===== src/rtl/spi_reader.sv =====
// SPI mode-0 master: shifts one request byte out on spi__do while capturing one byte from spi__di.
// Every SPI pin is driven straight from a flop, so the next-state logic also computes next pin values.
module spi_reader #(
  parameter int unsigned HALF = 2
) (
  input  logic       clock,
  input  logic       reset,
  input  logic       req__valid,
  output logic       req__ready,
  input  logic [7:0] req__data,
  output logic       resp__valid,
  input  logic       resp__ready,
  output logic [7:0] resp__data,
  output logic       spi__sclk,
  output logic       spi__cs,
  output logic       spi__do,
  input  logic       spi__di
);

  typedef enum logic [2:0] {IDLE, SETUP, HIGH, LOW, DONE} state_t;

  localparam logic [7:0] DIV_LOAD = 8'(HALF - 1);

  state_t     state, state_nxt;
  logic [7:0] div, div_nxt;
  logic [2:0] bit_cnt, bit_cnt_nxt;
  logic [7:0] tx, tx_nxt;
  logic [7:0] rx, rx_nxt;
  logic       sclk_nxt, cs_nxt, do_nxt, valid_nxt;
  logic [7:0] data_nxt;
  logic       tick;

  assign tick       = (div == 8'd0);
  assign req__ready = (state == IDLE);

  always_comb begin
    state_nxt   = state;
    div_nxt     = div - 8'd1;
    bit_cnt_nxt = bit_cnt;
    tx_nxt      = tx;
    rx_nxt      = rx;
    sclk_nxt    = spi__sclk;
    cs_nxt      = spi__cs;
    do_nxt      = spi__do;
    valid_nxt   = resp__valid;
    data_nxt    = resp__data;

    case (state)
      IDLE: begin
        if (req__valid) begin
          state_nxt   = SETUP;
          div_nxt     = DIV_LOAD;
          bit_cnt_nxt = 3'd7;
          tx_nxt      = req__data;
          rx_nxt      = 8'h00;
          cs_nxt      = 1'b0;
          sclk_nxt    = 1'b0;
          do_nxt      = req__data[7];
        end
      end
      SETUP, LOW: begin
        if (tick) begin
          state_nxt = HIGH;
          div_nxt   = DIV_LOAD;
          sclk_nxt  = 1'b1;
        end
      end
      HIGH: begin
        if (tick) begin
          rx_nxt   = {rx[6:0], spi__di};
          div_nxt  = DIV_LOAD;
          sclk_nxt = 1'b0;
          if (bit_cnt == 3'd0) begin
            state_nxt = DONE;
            cs_nxt    = 1'b1;
            do_nxt    = 1'b0;
            data_nxt  = {rx[6:0], spi__di};
          end else begin
            state_nxt   = LOW;
            tx_nxt      = {tx[6:0], 1'b0};
            do_nxt      = tx[6];
            bit_cnt_nxt = bit_cnt - 3'd1;
          end
        end
      end
      DONE: begin
        // resp__valid rises one cycle after DONE entry; the handshake uses the flopped valid.
        valid_nxt = 1'b1;
        if (resp__valid && resp__ready) begin
          state_nxt = IDLE;
          valid_nxt = 1'b0;
        end
      end
      default: state_nxt = IDLE;
    endcase
  end

  always_ff @(posedge clock) begin
    if (reset) begin
      state       <= IDLE;
      div         <= 8'd0;
      bit_cnt     <= 3'd0;
      tx          <= 8'h00;
      rx          <= 8'h00;
      spi__sclk   <= 1'b0;
      spi__cs     <= 1'b1;
      spi__do     <= 1'b0;
      resp__valid <= 1'b0;
      resp__data  <= 8'h00;
    end else begin
      state       <= state_nxt;
      div         <= div_nxt;
      bit_cnt     <= bit_cnt_nxt;
      tx          <= tx_nxt;
      rx          <= rx_nxt;
      spi__sclk   <= sclk_nxt;
      spi__cs     <= cs_nxt;
      spi__do     <= do_nxt;
      resp__valid <= valid_nxt;
      resp__data  <= data_nxt;
    end
  end

endmodule


===== config.mk =====
export PLATFORM = sky130hd
export DESIGN_NAME = spi_reader
export DESIGN_NICKNAME = d
export VERILOG_FILES = /design/src/rtl/spi_reader.sv
export SDC_FILE = /design/constraint.sdc
export NUM_CORES = 1
export LEC_CHECK = 0
export ABC_AREA = 1
export CORE_MARGIN = 8
export CORE_UTILIZATION = 38
export DETAILED_ROUTE_END_ITERATION = 10
export GPL_ROUTABILITY_DRIVEN = 0
export GPL_TIMING_DRIVEN = 1
export PLACE_DENSITY = 0.57
export SLEW_MARGIN = 25
export SYNTH_ARGS = -nofsm -noshare
export SYNTH_HDL_FRONTEND = slang
export SYNTH_SLANG_ARGS = --single-unit

===== constraint.sdc =====
create_clock -name clock -period 5.12 [get_ports clock]
set_clock_uncertainty 0.2 [all_clocks]
set_input_delay 1.28 -clock clock [delete_from_list [all_inputs] [get_ports clock]]
set_output_delay 1.28 -clock clock [all_outputs]
set_load 0.005 [all_outputs]

* Yosys cells after proc, flatten, opt, wreduce, memory -nomap -nowiden
Cells that the tools add are included.
** Operators by class
- Add/subtract/negate cells :: 2
- Equality and inequality tests :: 10
- Multiplexer cells :: 32
- Reductions and logical operators :: 14
** Operator list (number)
- 7-bit 2-to-1 mux :: 5
- 7-bit case mux with 2 select lines :: 2
- 3-bit 2-to-1 mux :: 8
- 8-bit 2-to-1 mux :: 2
- 8-bit case mux with 2 select lines :: 1
- 4-bit AND reduction :: 4
- 2-bit inequality test (second input constant) :: 6
- 3-bit case mux with 4 select lines :: 1
- 1-bit 2-to-1 mux :: 9
- 8-bit zero test :: 1
- 8-bit by 1-bit subtractor with 8-bit output (second input constant) :: 1
- 3-bit by 2-bit equality test with 1-bit output (second input constant) :: 2
- 3-bit zero test :: 2
- 3-bit case mux with 2 select lines :: 1
- 3-bit AND reduction :: 2
- 1-bit case mux with 2 select lines :: 2
- 3-bit by 1-bit equality test with 1-bit output (second input constant) :: 1
- 3-bit equality test (second input constant) :: 1
- 1-bit case mux with 3 select lines :: 1
- 3-bit nonzero test :: 1
- 3-bit OR reduction :: 1
- 3-bit by 1-bit subtractor with 3-bit output (second input constant) :: 1
- 2-bit nonzero test :: 1
- 2-bit OR reduction :: 1
- 1-bit logical AND :: 1
** Storage, ports and cells
- Flip-flop bits (word level) :: 40
- Bits of input ports :: 13

* Logic depth before layout (Yosys ltp)
- Depth after elaboration :: 4
- Depth in mapped cells :: 10

* Worst setup path after synthesis
OpenSTA, ideal clock, no wires.
- Kind :: input-to-reg
- Start point :: in req__valid
- End point :: reg bit_cnt[2]
- Library setup time :: 0.070 ns
- Data arrival time :: 1.869 ns
- Path slack :: 2.980 ns
- Cell stages on the path :: 6
- Path buffers :: 1
- Cell sequence :: nor2_2 > inv_1 > nand3_2 > buf_6 > nand2_1 > a21oi_1
** Between the ends
- Word-level cells in the longest chain between the ends :: 2
** Ends and longest elaborated chain
- start, declared :: RTL line 8 : input logic req__valid,
- 2-bit inequality test (no source line)
- 4-bit AND reduction (no source line)
- end signal, assigned :: RTL line 113 : bit_cnt <= bit_cnt_nxt;
- end, declared :: RTL line 26 : logic [2:0] bit_cnt, bit_cnt_nxt;
Every way passes these cells.
A chain may end at the register's enable or synchronous reset.

* Final worst setup path
- Start point :: reg state[0]
- End point :: out req__ready
** Between the ends
- Word-level cells in the longest chain between the ends :: 1
** Ends and longest elaborated chain
- start, declared :: RTL line 24 : state_t state, state_nxt;
- start signal, assigned :: RTL line 111 : state <= state_nxt;
- 3-bit zero test :: RTL line 34 : assign req__ready = (state == IDLE);
- end, declared :: RTL line 9 : output logic req__ready,
Every way passes these cells.

==> reports/qor.txt <==
Power share of the combinational group -> 0.493
Critical Path End Type -> output pin
CTS tree -> yes
First-pass GRT wire length -> 6.44 mm
Static Leakage -> 0.905 nW
Share of cells above drive strength 1 -> 0.109
CTS max path bufs -> 2
Clk pin slew, worst setup/hold paths -> 0.07 ns
Startpoint Class -> flip-flop
IR drop worst, VDD -> 217 µV
Slowest-stage cell, CP -> clkdlybuf4s50_1
Flip-flop and latch count after synthesis -> 40
Sequential fraction of the synthesis area -> 0.431
Die Height -> 86.0 µm
Post-synthesis cell area -> 1860 µm²
CTS Hold Bufs -> 0
Initial antenna violation count -> 0
CTS root buf -> clkbuf_8
Outcome -> completed
CTS Buf Count -> 5
Switching Fraction -> 0.432
Number of global-route vias before repair -> 1457
RSZ-0062 raised after global routing -> no
Drt wl/cell -> 11.2 µm
Post-CTS Resized -> 0
Final Util -> 0.465
Design area -> 2200 µm²
Count of final setup violators -> 0
Die W -> 86.0 µm
Congestion Overflow GR -> 0
First-pass DRT Iterations -> 4
Average cell area after synthesis -> 7.68 µm²
Initial core utilization -> 0.394
Crit-path leading delay family -> buffers and inverters
Clock Sinks -> 40
Critical path buffers and inverters -> 2
Gr usage total -> 0.107
Core Rows -> 25
Mapped Nets -> 259
Post-DR vias/cell -> 4.66
Largest net degree at the start of global routing -> 21
Post-synth EDFFs -> 0
Hold Path Class -> flip-flop to flip-flop
N_diodes -> 0
Crit path time final -> 2.97 ns
Peak Freq -> 336 MHz
1st-iter DRT viols -> 61
HPWL Detailed -> 2.69 mm
Clk_lat worst skew -> 0.28 ns
Placed cell areas -> 2120 µm²
Ys flop type -> dfxtp_1
H-tree depth -> 2
Port buffer count -> 25
Vias -> 1546
Fillers -> 494
Crit-path max cell delay -> 0.51 ns
Clock power frac -> 0.144
Max_cap viols -> 0
Final WL -> 3.73 mm
Period Utilization, post-route -> 0.581
Layout area overhead -> 18.2%
Synth unique cells -> 27
Yosys warns -> 0
Psw -> 0.000580 W
Nets@finish -> 282
Synth async-reset ratio -> 0
Final hold violations -> 0
Critical path class -> flip-flop to output pin
Post-Synthesis Cells -> 242
Cell-internal power -> 0.000762 W
Die area -> 7390 µm²
Slew Limit Headroom -> 0.602
Drt drc -> 0
CP Cell Sequence -> nor2_1 -> nand2_1 -> inv_1 -> clkdlybuf4s50_1
Sequential power share -> 0.363
Top Ports -> 26
CP Max Fanout -> 4
Post-DRT Antenna Nets -> 0
PwrDens -> 610 nW/µm²
Core box area -> 4720 µm²
Setup Total Neg Slack -> 0 ns
Critical Path RT -> 3.64 ns
Worst Path Arrival -> 1.49 ns
Worst Tran Pin Value -> 0.596 ns
Post-CTS Setup Repair Bufs -> 0
Final slew viol count -> 0
==> logic make-up (layout without fill, tap and decap cells) <==
kind of cell,after synthesis,count (layout),share of synthesized area
compound gates,43,43,0.120
xor+xnor,5,5,0.0236
fa+ha+maj,4,4,0.0269
buf+inv,26,49,0.0760
flops,40,40,0.431
simple gates,124,124,0.323
==> layout make-up <==
class | instances | area, µm² | area share
Clock buffer | 6 | 72.6 | 0.0330
Timing Repair Buffer | 25 | 250 | 0.114
Inverter | 17 | 68.8 | 0.0313
Tap cell | 67 | 83.8 | 0.0381
Multi-Input combinational cell | 176 | 917 | 0.417
Clock inverter | 1 | 5.00 | 0.00228
Sequential cell | 40 | 801 | 0.364
==> path summary, 6_finish.rpt <==
check | startpoint | endpoint | slack [ns] | cells past startpoint
min reg2reg | div[0]$_SDFF_PP0_ | div[0]$_SDFF_PP0_ | 0.25 | 1
min | div[0]$_SDFF_PP0_ | div[0]$_SDFF_PP0_ | 0.25 | 1
max reg2reg | state[2]$_SDFFE_PP0P_ | tx[0]$_SDFFE_PP0P_ | 2.94 | 8
max | state[0]$_SDFFE_PP0P_ | req__ready | 2.15 | 4
==> sequential cells by signal, indices dropped and copies added (netlist names) <==
signal and cells:
resp__data 8, resp__valid 1, spi__do 1, tx 7
bit_cnt 3, rx 7, spi__cs 1, state 3
div 8, spi__sclk 1
==> Yosys cell counts (2+ instances only) <==
master	instances	area, µm²
o21ai_1	12	60.1
nor2_1	33	124
a21oi_1	24	120
o21ai_0	5	25.0
nor2_2	2	12.5
nand2_2	5	31.3
clkbuf_1	3	11.3
nand2_1	54	203
ha_1	4	50.1
nand3_1	16	80.1
inv_1	15	56.3
buf_6	5	56.3
xor2_1	4	35.0
nand2_4	3	33.8
dfxtp_1	40	801
nor2_4	6	67.6
==> per-stage QoR <==
stage / std cells / power (W) / setup slack, ns / hold WS (ns)
after floorplan: 242 / 0.00104 / 2.98 / 0.206
after global placement: 325 / 0.00116 / 1.96 / 0.239
after detailed placement: 325 / 0.00117 / 1.92 / 0.244
after CTS: 332 / 0.00136 / 2.14 / 0.254
after global routing: 332 / 0.00147 / 2.07 / 0.262
final: 332 / 0.00134 / 2.15 / 0.252
==> routing by layer <==
layer | wire length, µm | GRT usage | share of wire | up-vias
met3 | 102 | 0.0248 | 0.027 | 5
li1 | - | - | - | 817
met1 | 1870 | 0.133 | 0.50 | 705
met2 | 1700 | 0.171 | 0.46 | 19
met4 | 54 | 0.0478 | 0.014 | 0
met5 | 0 | 0 | 0 | -
==> worst register-to-register path, stage by stage, from the launching register on <==
cell	delay, ns
dfxtp_1	0.36
inv_2	0.08
nand2_2	0.06
nor2_4	0.46
nand2_1	0.17
nand2_2	0.23
nand3_2	0.29
a21oi_1	0.20
nor2_1	0.05
==> cell usage in the layout (no fill, tap or decap) <==
cell / count
nand2_1: 54
dfxtp_1: 40
nor2_1: 33
clkdlybuf4s50_1: 25
a21oi_1: 24
nand3_1: 16
inv_1: 15
o21ai_1: 12
nor2_4: 6
nand2_2: 5
o21ai_0: 5
clkbuf_8: 5
xor2_1: 4
ha_1: 4
nand2_4: 3
nor2_2: 2
inv_2: 1
inv_6: 1
nor2_8: 1
o21ai_2: 1
nand3_2: 1
and3_1: 1
nand4_1: 1
or2_2: 1
a21oi_2: 1
xnor2_1: 1
clkbuf_1: 1
clkinv_2: 1
==> power by group through the flow <==
stage / Clock, W / Combinational [W] / Sequential [W]
after detailed placement: 0 / 0.000671 / 0.000494
final: 0.000194 / 0.000662 / 0.000487
after CTS: 0.000201 / 0.000674 / 0.000487
after floorplan: 0 / 0.000558 / 0.000483
after global routing: 0.000211 / 0.000757 / 0.000500
after global placement: 0 / 0.000672 / 0.000493
No activity file was read; power rests on OpenSTA's default activity.
